File: src/rtl/jtcop_pkg.sv
// Shared Data East/Caveman Ninja board definitions: game identifiers, MCU ROM
// fetch types and the Hippodrome ROM byte unscramble.
package jtcop_pkg;

    localparam logic [1:0] HIPPODROME = 2'd1;

    typedef enum logic [1:0] {
        ST_IDLE,
        ST_FETCH,
        ST_PFETCH
    } mcu_rom_state_t;

    typedef struct packed {
        logic        valid;
        logic [14:0] tag;
        logic [15:0] data;
    } rom_entry_t;

    localparam int BUF_CUR = 0;
    localparam int BUF_NXT = 1;

    // Hippodrome ROMs have data bits 7 and 0 exchanged.
    function automatic logic [7:0] hippo_unscramble(input logic [7:0] din);
        return {din[0], din[6:1], din[7]};
    endfunction

    function automatic logic [7:0] rom_byte(input logic [1:0] game_id, input logic [7:0] din);
        return (game_id == HIPPODROME) ? hippo_unscramble(din) : din;
    endfunction

endpackage

File: src/rtl/jtcop_mcu_rom_if.sv
// MCU program-fetch bus plus the SDRAM ROM slot it is served from.
interface jtcop_mcu_rom_if;
    logic [15:0] mcu_addr;
    logic        mcu_cs;
    logic [7:0]  mcu_data;
    logic        mcu_ok;
    logic [14:0] rom_addr;
    logic        rom_cs;
    logic [15:0] rom_data;
    logic        rom_ok;

    // slave: the ROM responder; master: MCU plus SDRAM arbiter side
    modport slave (
        input  mcu_addr, mcu_cs, rom_data, rom_ok,
        output mcu_data, mcu_ok, rom_addr, rom_cs
    );

    modport master (
        output mcu_addr, mcu_cs, rom_data, rom_ok,
        input  mcu_data, mcu_ok, rom_addr, rom_cs
    );
endinterface

File: src/rtl/jtcop_mcu_rom_buf.sv
// Two-word fetch buffer (current word and sequential prefetch) with tag
// compare, byte select and promotion of the prefetched word.
import jtcop_pkg::*;

module jtcop_mcu_rom_buf (
    input  logic        clk,
    input  logic        rst_n,
    input  logic        mcu_cs,
    input  logic [15:0] mcu_addr,
    input  logic        fetch_done,
    input  logic        pf_done,
    input  logic [14:0] wr_tag,
    input  logic [15:0] wr_data,
    output logic        hit,
    output logic [7:0]  hit_byte,
    output logic        cur_valid,
    output logic [14:0] cur_tag,
    output logic        nxt_seq
);

    rom_entry_t  ent_reg [2];
    logic [1:0]  match;
    logic [15:0] hit_word;
    logic        promote;
    logic        pf_keep;

    genvar gi;
    generate
        for (gi = 0; gi < 2; gi++) begin : g_match
            assign match[gi] = ent_reg[gi].valid && (ent_reg[gi].tag == mcu_addr[15:1]);
        end
    endgenerate

    assign hit       = mcu_cs && (match != 2'b00);
    assign hit_word  = match[BUF_CUR] ? ent_reg[BUF_CUR].data : ent_reg[BUF_NXT].data;
    assign hit_byte  = mcu_addr[0] ? hit_word[15:8] : hit_word[7:0];
    assign promote   = mcu_cs && match[BUF_NXT] && !match[BUF_CUR];
    assign cur_valid = ent_reg[BUF_CUR].valid;
    assign cur_tag   = ent_reg[BUF_CUR].tag;
    assign nxt_seq   = ent_reg[BUF_NXT].valid &&
                       (ent_reg[BUF_NXT].tag == ent_reg[BUF_CUR].tag + 15'd1);

    // A prefetch landing together with a promotion is only useful if it
    // follows the word that just became current.
    assign pf_keep = !promote || (wr_tag == ent_reg[BUF_NXT].tag + 15'd1);

    always_ff @(posedge clk or negedge rst_n) begin
        if (!rst_n) begin
            ent_reg[BUF_CUR] <= '0;
            ent_reg[BUF_NXT] <= '0;
        end else if (fetch_done) begin
            ent_reg[BUF_CUR]       <= '{valid: 1'b1, tag: wr_tag, data: wr_data};
            ent_reg[BUF_NXT].valid <= 1'b0;
        end else begin
            if (promote) begin
                ent_reg[BUF_CUR]       <= ent_reg[BUF_NXT];
                ent_reg[BUF_NXT].valid <= 1'b0;
            end
            if (pf_done && pf_keep) begin
                ent_reg[BUF_NXT] <= '{valid: 1'b1, tag: wr_tag, data: wr_data};
            end
        end
    end

endmodule

File: src/rtl/jtcop_mcu_rom.sv
// Protection MCU program-ROM responder: serves byte fetches from the 16-bit
// SDRAM slot through a two-word buffer, with optional sequential prefetch.
import jtcop_pkg::*;

module jtcop_mcu_rom #(
    parameter int PREFETCH = 1,
    parameter int GUARD    = 1
) (
    input  logic               clk,
    input  logic               rst_n,
    input  logic [1:0]         game_id,
    jtcop_mcu_rom_if.slave     bus
);

    localparam int            GW         = (GUARD > 1) ? $clog2(GUARD + 1) : 1;
    localparam logic [GW-1:0] GUARD_LOAD = GW'(GUARD);

    mcu_rom_state_t state_reg, state_next;
    logic [14:0]    rom_addr_reg, rom_addr_next;
    logic [GW-1:0]  guard_reg, guard_next;
    logic [7:0]     mcu_data_reg;
    logic           mcu_ok_reg;

    logic           hit;
    logic [7:0]     hit_byte;
    logic           cur_valid;
    logic [14:0]    cur_tag;
    logic           nxt_seq;
    logic           fetch_done;
    logic           pf_done;
    logic           demand_miss;
    logic           rom_accept;
    logic [14:0]    demand_tag;

    jtcop_mcu_rom_buf u_buf (
        .clk        (clk),
        .rst_n      (rst_n),
        .mcu_cs     (bus.mcu_cs),
        .mcu_addr   (bus.mcu_addr),
        .fetch_done (fetch_done),
        .pf_done    (pf_done),
        .wr_tag     (rom_addr_reg),
        .wr_data    (bus.rom_data),
        .hit        (hit),
        .hit_byte   (hit_byte),
        .cur_valid  (cur_valid),
        .cur_tag    (cur_tag),
        .nxt_seq    (nxt_seq)
    );

    assign demand_tag  = bus.mcu_addr[15:1];
    assign demand_miss = bus.mcu_cs && !hit;
    // The guard window masks rom_ok that may still belong to the old address.
    assign rom_accept  = (state_reg != ST_IDLE) && bus.rom_ok && (guard_reg == '0);

    always_comb begin
        state_next    = state_reg;
        rom_addr_next = rom_addr_reg;
        guard_next    = (guard_reg != '0) ? guard_reg - 1'b1 : guard_reg;
        fetch_done    = 1'b0;
        pf_done       = 1'b0;
        case (state_reg)
            ST_IDLE: begin
                if (demand_miss) begin
                    state_next    = ST_FETCH;
                    rom_addr_next = demand_tag;
                    guard_next    = GUARD_LOAD;
                end else if (PREFETCH != 0 && cur_valid && !nxt_seq) begin
                    // no prefetch until a current word exists to follow
                    state_next    = ST_PFETCH;
                    rom_addr_next = cur_tag + 15'd1;
                    guard_next    = GUARD_LOAD;
                end
            end
            ST_FETCH: begin
                if (rom_accept) begin
                    fetch_done = 1'b1;
                    state_next = ST_IDLE;
                end
            end
            ST_PFETCH: begin
                if (rom_accept) begin
                    pf_done    = 1'b1;
                    state_next = ST_IDLE;
                end else if (demand_miss && demand_tag != rom_addr_reg) begin
                    state_next    = ST_FETCH;
                    rom_addr_next = demand_tag;
                    guard_next    = GUARD_LOAD;
                end
            end
            default: state_next = ST_IDLE;
        endcase
    end

    always_ff @(posedge clk or negedge rst_n) begin
        if (!rst_n) begin
            state_reg    <= ST_IDLE;
            rom_addr_reg <= '0;
            guard_reg    <= '0;
        end else begin
            state_reg    <= state_next;
            rom_addr_reg <= rom_addr_next;
            guard_reg    <= guard_next;
        end
    end

    always_ff @(posedge clk or negedge rst_n) begin
        if (!rst_n) begin
            mcu_ok_reg   <= 1'b0;
            mcu_data_reg <= '0;
        end else begin
            mcu_ok_reg <= hit;
            if (hit) begin
                mcu_data_reg <= rom_byte(game_id, hit_byte);
            end
        end
    end

    assign bus.mcu_ok   = mcu_ok_reg;
    assign bus.mcu_data = mcu_data_reg;
    assign bus.rom_addr = rom_addr_reg;
    assign bus.rom_cs   = (state_reg != ST_IDLE);

endmodule

File: src/flat_wrapper.sv
// flat-port wrapper written by rule: the top's interface ports become plain ports
module jtcop_mcu_rom_flat 
#(
    parameter int PREFETCH = 1,
    parameter int GUARD    = 1
)
  (clk, rst_n, game_id, bus_mcu_addr, bus_mcu_cs, bus_rom_data, bus_rom_ok, bus_mcu_data, bus_mcu_ok, bus_rom_addr, bus_rom_cs);
  jtcop_mcu_rom_if bus_i ();
  input  logic clk;
  input  logic rst_n;
  input  logic [1:0] game_id;
  input wire logic [$bits(bus_i.mcu_addr)-1:0] bus_mcu_addr;
  input wire logic [$bits(bus_i.mcu_cs)-1:0] bus_mcu_cs;
  input wire logic [$bits(bus_i.rom_data)-1:0] bus_rom_data;
  input wire logic [$bits(bus_i.rom_ok)-1:0] bus_rom_ok;
  output wire logic [$bits(bus_i.mcu_data)-1:0] bus_mcu_data;
  output wire logic [$bits(bus_i.mcu_ok)-1:0] bus_mcu_ok;
  output wire logic [$bits(bus_i.rom_addr)-1:0] bus_rom_addr;
  output wire logic [$bits(bus_i.rom_cs)-1:0] bus_rom_cs;
  assign bus_i.mcu_addr = bus_mcu_addr;
  assign bus_i.mcu_cs = bus_mcu_cs;
  assign bus_i.rom_data = bus_rom_data;
  assign bus_i.rom_ok = bus_rom_ok;
  assign bus_mcu_data = bus_i.mcu_data;
  assign bus_mcu_ok = bus_i.mcu_ok;
  assign bus_rom_addr = bus_i.rom_addr;
  assign bus_rom_cs = bus_i.rom_cs;
  jtcop_mcu_rom #(.PREFETCH(PREFETCH), .GUARD(GUARD)) u_core (.clk(clk), .rst_n(rst_n), .game_id(game_id), .bus(bus_i));
endmodule
File: config.mk
export PLATFORM = sky130hd
export DESIGN_NAME = jtcop_mcu_rom_flat
export DESIGN_NICKNAME = d
export VERILOG_FILES = /design/src/rtl/jtcop_pkg.sv /design/src/rtl/jtcop_mcu_rom_if.sv /design/src/rtl/jtcop_mcu_rom_buf.sv /design/src/rtl/jtcop_mcu_rom.sv /design/src/flat_wrapper.sv
export SDC_FILE = /design/constraint.sdc
export NUM_CORES = 1
export LEC_CHECK = 0
export BUFFER_PORTS_ARGS = -buffer_cell sky130_fd_sc_hd__buf_2
export CAP_MARGIN = 15
export CORE_UTILIZATION = 60
export CTS_BUF_LIST = sky130_fd_sc_hd__clkbuf_2 sky130_fd_sc_hd__clkbuf_4 sky130_fd_sc_hd__clkbuf_8
export DETAILED_ROUTE_END_ITERATION = 10
export GPL_TIMING_DRIVEN = 0
export PLACE_DENSITY_LB_ADDON = 0.3
export SKIP_CTS_REPAIR_TIMING = 1
export SYNTH_ARGS = -nofsm -noshare
export SYNTH_HDL_FRONTEND = slang
export SYNTH_HIERARCHICAL = 1
export SYNTH_SLANG_ARGS = --single-unit
File: constraint.sdc
create_clock -name clk -period 3.77 [get_ports clk]
set_input_delay 0.377 -clock clk [delete_from_list [all_inputs] [get_ports clk]]
set_output_delay 0.377 -clock clk [all_outputs]
set_load 0.05 [all_outputs]
==> metrics.txt <==
# TYPE chip_impl_metric gauge
chip_impl_metric{name="yosysWarningCount",unit=""} 6
chip_impl_metric{name="timing_max_transition_violations_final",unit=""} 0
chip_impl_metric{name="die_width",unit="um"} 113
chip_impl_metric{name="antenna_found_initial",unit=""} 0
chip_impl_metric{name="max_freq",unit="MHz"} 282
chip_impl_info{name="worstSetupEndpointType",value="flop"} 1
chip_impl_metric{name="rows",unit=""} 40
chip_impl_metric{name="detail_route.vias_per_cell",unit=""} 6.79
chip_impl_metric{name="grt_use_total",unit="%"} 35.9
chip_impl_metric{name="seqCellArea",unit="sq um"} 2280
chip_impl_metric{name="maxCapViolCount",unit=""} 0
chip_impl_metric{name="syn_to_final_growth",unit="%"} 9.40
chip_impl_metric{name="worst_pin_slew",unit="ns"} 0.858
chip_impl_metric{name="dp.cells",unit=""} 1008
chip_impl_metric{name="dpl.hpwl",unit="um"} 16100
chip_impl_metric{name="timing.hold.ws",unit="ns"} 0.202
chip_impl_metric{name="grt_start_max_net_pins",unit=""} 63
chip_impl_metric{name="ioPinCount",unit=""} 63
chip_impl_metric{name="global_route_wire_length_before_repair",unit="um"} 35400
chip_impl_metric{name="cts.sinks",unit=""} 91
chip_impl_info{name="cts-root-buf",value="clkbuf_8"} 1
chip_impl_info{name="cp_cell_sequence",value="ha_1 -> and3_1 -> buf_2 -> xnor2_1 -> or4_1 -> a2111oi_0 -> and2b_2 -> o21ai_0 -> o21ai_4 -> buf_6 -> mux2_4"} 1
chip_impl_metric{name="final_nets",unit=""} 913
chip_impl_metric{name="finalNonFillerCells",unit=""} 1023
chip_impl_metric{name="synth_sequential_area_ratio",unit="%"} 30.8
chip_impl_metric{name="synth.ff_latch_count",unit=""} 91
chip_impl_metric{name="first_global_vias",unit=""} 6730
chip_impl_metric{name="final_cell_utilization_of_the_core",unit="%"} 67.3
chip_impl_metric{name="multi_input_area",unit="sq um"} 4620
chip_impl_info{name="hold_path_class",value="input pin to flop"} 1
chip_impl_metric{name="grt.overflow.total",unit=""} 0
chip_impl_metric{name="largest_register_ffs",unit=""} 48
chip_impl_metric{name="timing_hold_violations_final",unit=""} 0
chip_impl_metric{name="clockBufferDepth",unit=""} 2
chip_impl_metric{name="ant_nets",unit=""} 0
chip_impl_info{name="worst_setup_path_start_kind",value="flop"} 1
chip_impl_metric{name="port_buffers",unit=""} 61
chip_impl_metric{name="synthArstFlopShare",unit="%"} 100
chip_impl_info{name="tritoncts",value="built"} 1
chip_impl_metric{name="rel_slew_slack",unit="%"} 42.3
chip_impl_metric{name="antenna_cells",unit=""} 0
chip_impl_metric{name="worst_endpoint_data_arrival_time",unit="ns"} 3.83
chip_impl_metric{name="critical_path.max_fanout",unit=""} 10
chip_impl_metric{name="syn_avg_cell_area",unit="sq um"} 9.25
chip_impl_metric{name="synth_enable_flop_cells",unit=""} 0
chip_impl_metric{name="floorplan.die.height",unit="um"} 113
chip_impl_metric{name="leakagePower",unit="uW"} 0.00302
chip_impl_metric{name="post_route_cells_drive_above_1_share",unit="%"} 21.3
chip_impl_info{name="cell_family_with_the_largest_share_of_critical_path_delay",value="compound AO/OA/AOI/OAI gates"} 1
chip_impl_metric{name="h_tree_level_count",unit=""} 3
chip_impl_metric{name="route.vias.total",unit=""} 6948
chip_impl_metric{name="clkTransAtPathRegs",unit="ns"} 0.10
chip_impl_metric{name="initial_core_util",unit="%"} 61.5
chip_impl_metric{name="finalWeightedCongestion",unit=""} 0.949
chip_impl_metric{name="fill_cells",unit=""} 982
chip_impl_metric{name="drc",unit=""} 0
chip_impl_metric{name="clock-skew-final",unit="ns"} 0.0176
chip_impl_metric{name="largest_vdd_supply_drop",unit="V"} 0.000481
chip_impl_metric{name="report.power.total",unit="uW"} 5700
chip_impl_metric{name="dr.first_iter.drc_count",unit=""} 765
chip_impl_metric{name="period_share",unit="%"} 94.2
chip_impl_metric{name="crit_required",unit="ns"} 4.05
chip_impl_metric{name="insertion_delay",unit="ns"} 0.40
chip_impl_metric{name="avgRoutedWirePerCell",unit="um"} 21.9
chip_impl_metric{name="crit_buf_inv",unit=""} 2
chip_impl_metric{name="power-per-cell-area",unit="nW/um^2"} 705
chip_impl_metric{name="minimum_period_implied_by_the_final_worst_setup_slack",unit="ns"} 3.55
chip_impl_metric{name="synth.lib_cells_used.distinct",unit=""} 59
chip_impl_metric{name="drt_wl_total",unit="um"} 22400
chip_impl_metric{name="timing.final.setup_violations",unit=""} 0
chip_impl_metric{name="setup_tns",unit="ns"} 0
chip_impl_info{name="crit_slowest_cell",value="dfrtp_2"} 1
chip_impl_metric{name="die-area",unit="sq um"} 12800
chip_impl_metric{name="core_region_area",unit="sq um"} 12000
chip_impl_metric{name="syn_std_cell_area",unit="sq um"} 7390
chip_impl_info{name="grt_setup_unrepaired",value="false"} 1
chip_impl_metric{name="dr.pass1.iters",unit=""} 5
chip_impl_info{name="run_status",value="finished clean"} 1
chip_impl_metric{name="cell_count_after_synthesis",unit=""} 799
chip_impl_metric{name="tritoncts.num_buffers",unit=""} 9
chip_impl_info{name="criticalPathCategory",value="flop to flop"} 1
chip_impl_info{name="yosys_most_used_dff",value="dfrtp_1"} 1
chip_impl_metric{name="synth.net_count",unit=""} 840
chip_impl_metric{name="crit_path_max_incr_delay",unit="ns"} 0.49
==> metal layers <==
layer,vias up,GRT usage (%),wire (um)
met3,62,5.73,2080
met4,0,17.8,770
li1,3087,-,-
met1,3394,50.0,9370
met5,-,0,0
met2,405,54.7,10100
==> metrics by stage <==
stage / instance area [sq um] / setup slack [ns]
global route: 8080 / 0.0237
floorplan: 7390 / 0.619
finish: 8080 / 0.220
CTS: 8070 / 0.134
detailed placement: 7910 / 0.189
global placement: 7880 / 0.261
==> final cells by class <==
type | instances | area share (%)
Tap cell | 147 | 2.28
Buffer | 90 | 5.60
Inverter | 8 | 0.372
Multi-Input combinational cell | 609 | 57.2
Timing Repair Buffer | 63 | 4.27
Clock buffer | 9 | 1.53
Clock inverter | 6 | 0.542
Sequential cell | 91 | 28.2
==> layout by cell type (no fill, tap or decap), drive strengths merged, types with 5 or more instances in the layout <==
| cell type | netlist | routed |
|---|---|---|
| xnor2 | 61 | 61 |
| o21ai | 87 | 87 |
| clkbuf | 54 | 62 |
| dfrtp | 91 | 91 |
| a21oi | 5 | 5 |
| inv | 8 | 8 |
| nand3 | 15 | 15 |
| nor3 | 8 | 8 |
| o41ai | 31 | 31 |
| xor2 | 32 | 32 |
| nand3b | 34 | 34 |
| or4 | 6 | 6 |
| nor4 | 12 | 12 |
| a31oi | 5 | 5 |
| and3 | 5 | 5 |
| mux2 | 22 | 22 |
| buf | 37 | 99 |
| nand2 | 68 | 68 |
| o211ai | 32 | 32 |
| clkinv | 0 | 5 |
| nand2b | 5 | 5 |
| nor2 | 13 | 13 |
| nand4 | 27 | 27 |
| mux4 | 8 | 8 |
| o21a | 31 | 31 |
| mux2i | 33 | 33 |
| nor3b | 30 | 30 |
==> worst min-delay path, delay by kind of cell <==
family                 cells  cell delay, ns
buffers and inverters      1            0.09
AO/OA/AOI/OAI              1            0.06
AND/OR/NAND/NOR            1            0.04
==> cells by family after synthesis <==
kind of cell	synth area share, %
XOR/XNOR	11.0
AND/OR/NAND/NOR	19.4
flip-flops	30.8
multiplexers	10.7
AO/OA/AOI/OAI	21.0
buffers and inverters	6.59
adder cells (fa/ha/maj)	0.508
==> Yosys cell counts, drive strengths merged, types with 6 or more instances <==
master	number	share of area (%)
buf	37	3.4
clkbuf	54	2.7
dfrtp	91	31
inv	8	0.41
mux2	22	3.8
mux2i	33	4.5
mux4	8	2.4
nand2	68	3.5
nand3	15	1.0
nand3b	34	3.5
nand4	27	2.5
nor2	13	0.69
nor3	8	0.54
nor3b	30	3.0
nor4	12	1.1
o211ai	32	5.3
o21a	31	3.2
o21ai	87	6.0
o41ai	31	3.7
or4	6	0.66
xnor2	61	7.2
xor2	32	3.8
==> path summary, 6_finish.rpt <==
kind / startpoint / end / slack [ns] / cells after the start
max: u_core/u_buf/cur_tag[1] / u_core/bus.rom_addr[1] / 0.22 / 11
min: bus_rom_data[14] / u_core/u_buf/ent_reg[46] / 0.20 / 3
max reg2reg: u_core/u_buf/cur_tag[1] / u_core/bus.rom_addr[1] / 0.22 / 11
min reg2reg: u_core/state_reg[1] / u_core/state_reg[0] / 0.49 / 1
max in group asynchronous: rst_n / u_core/u_buf/ent_reg[4] / 2.64 / 3
min in group asynchronous: rst_n / u_core/bus.rom_addr[10] / 0.47 / 2
==> power by group <==
group          switching [uW]  internal, uW
Clock                     386           237
Combinational            1920          1300
Sequential                509          1340
Total                    2820          2880
(Power assumes the default switching activity.)
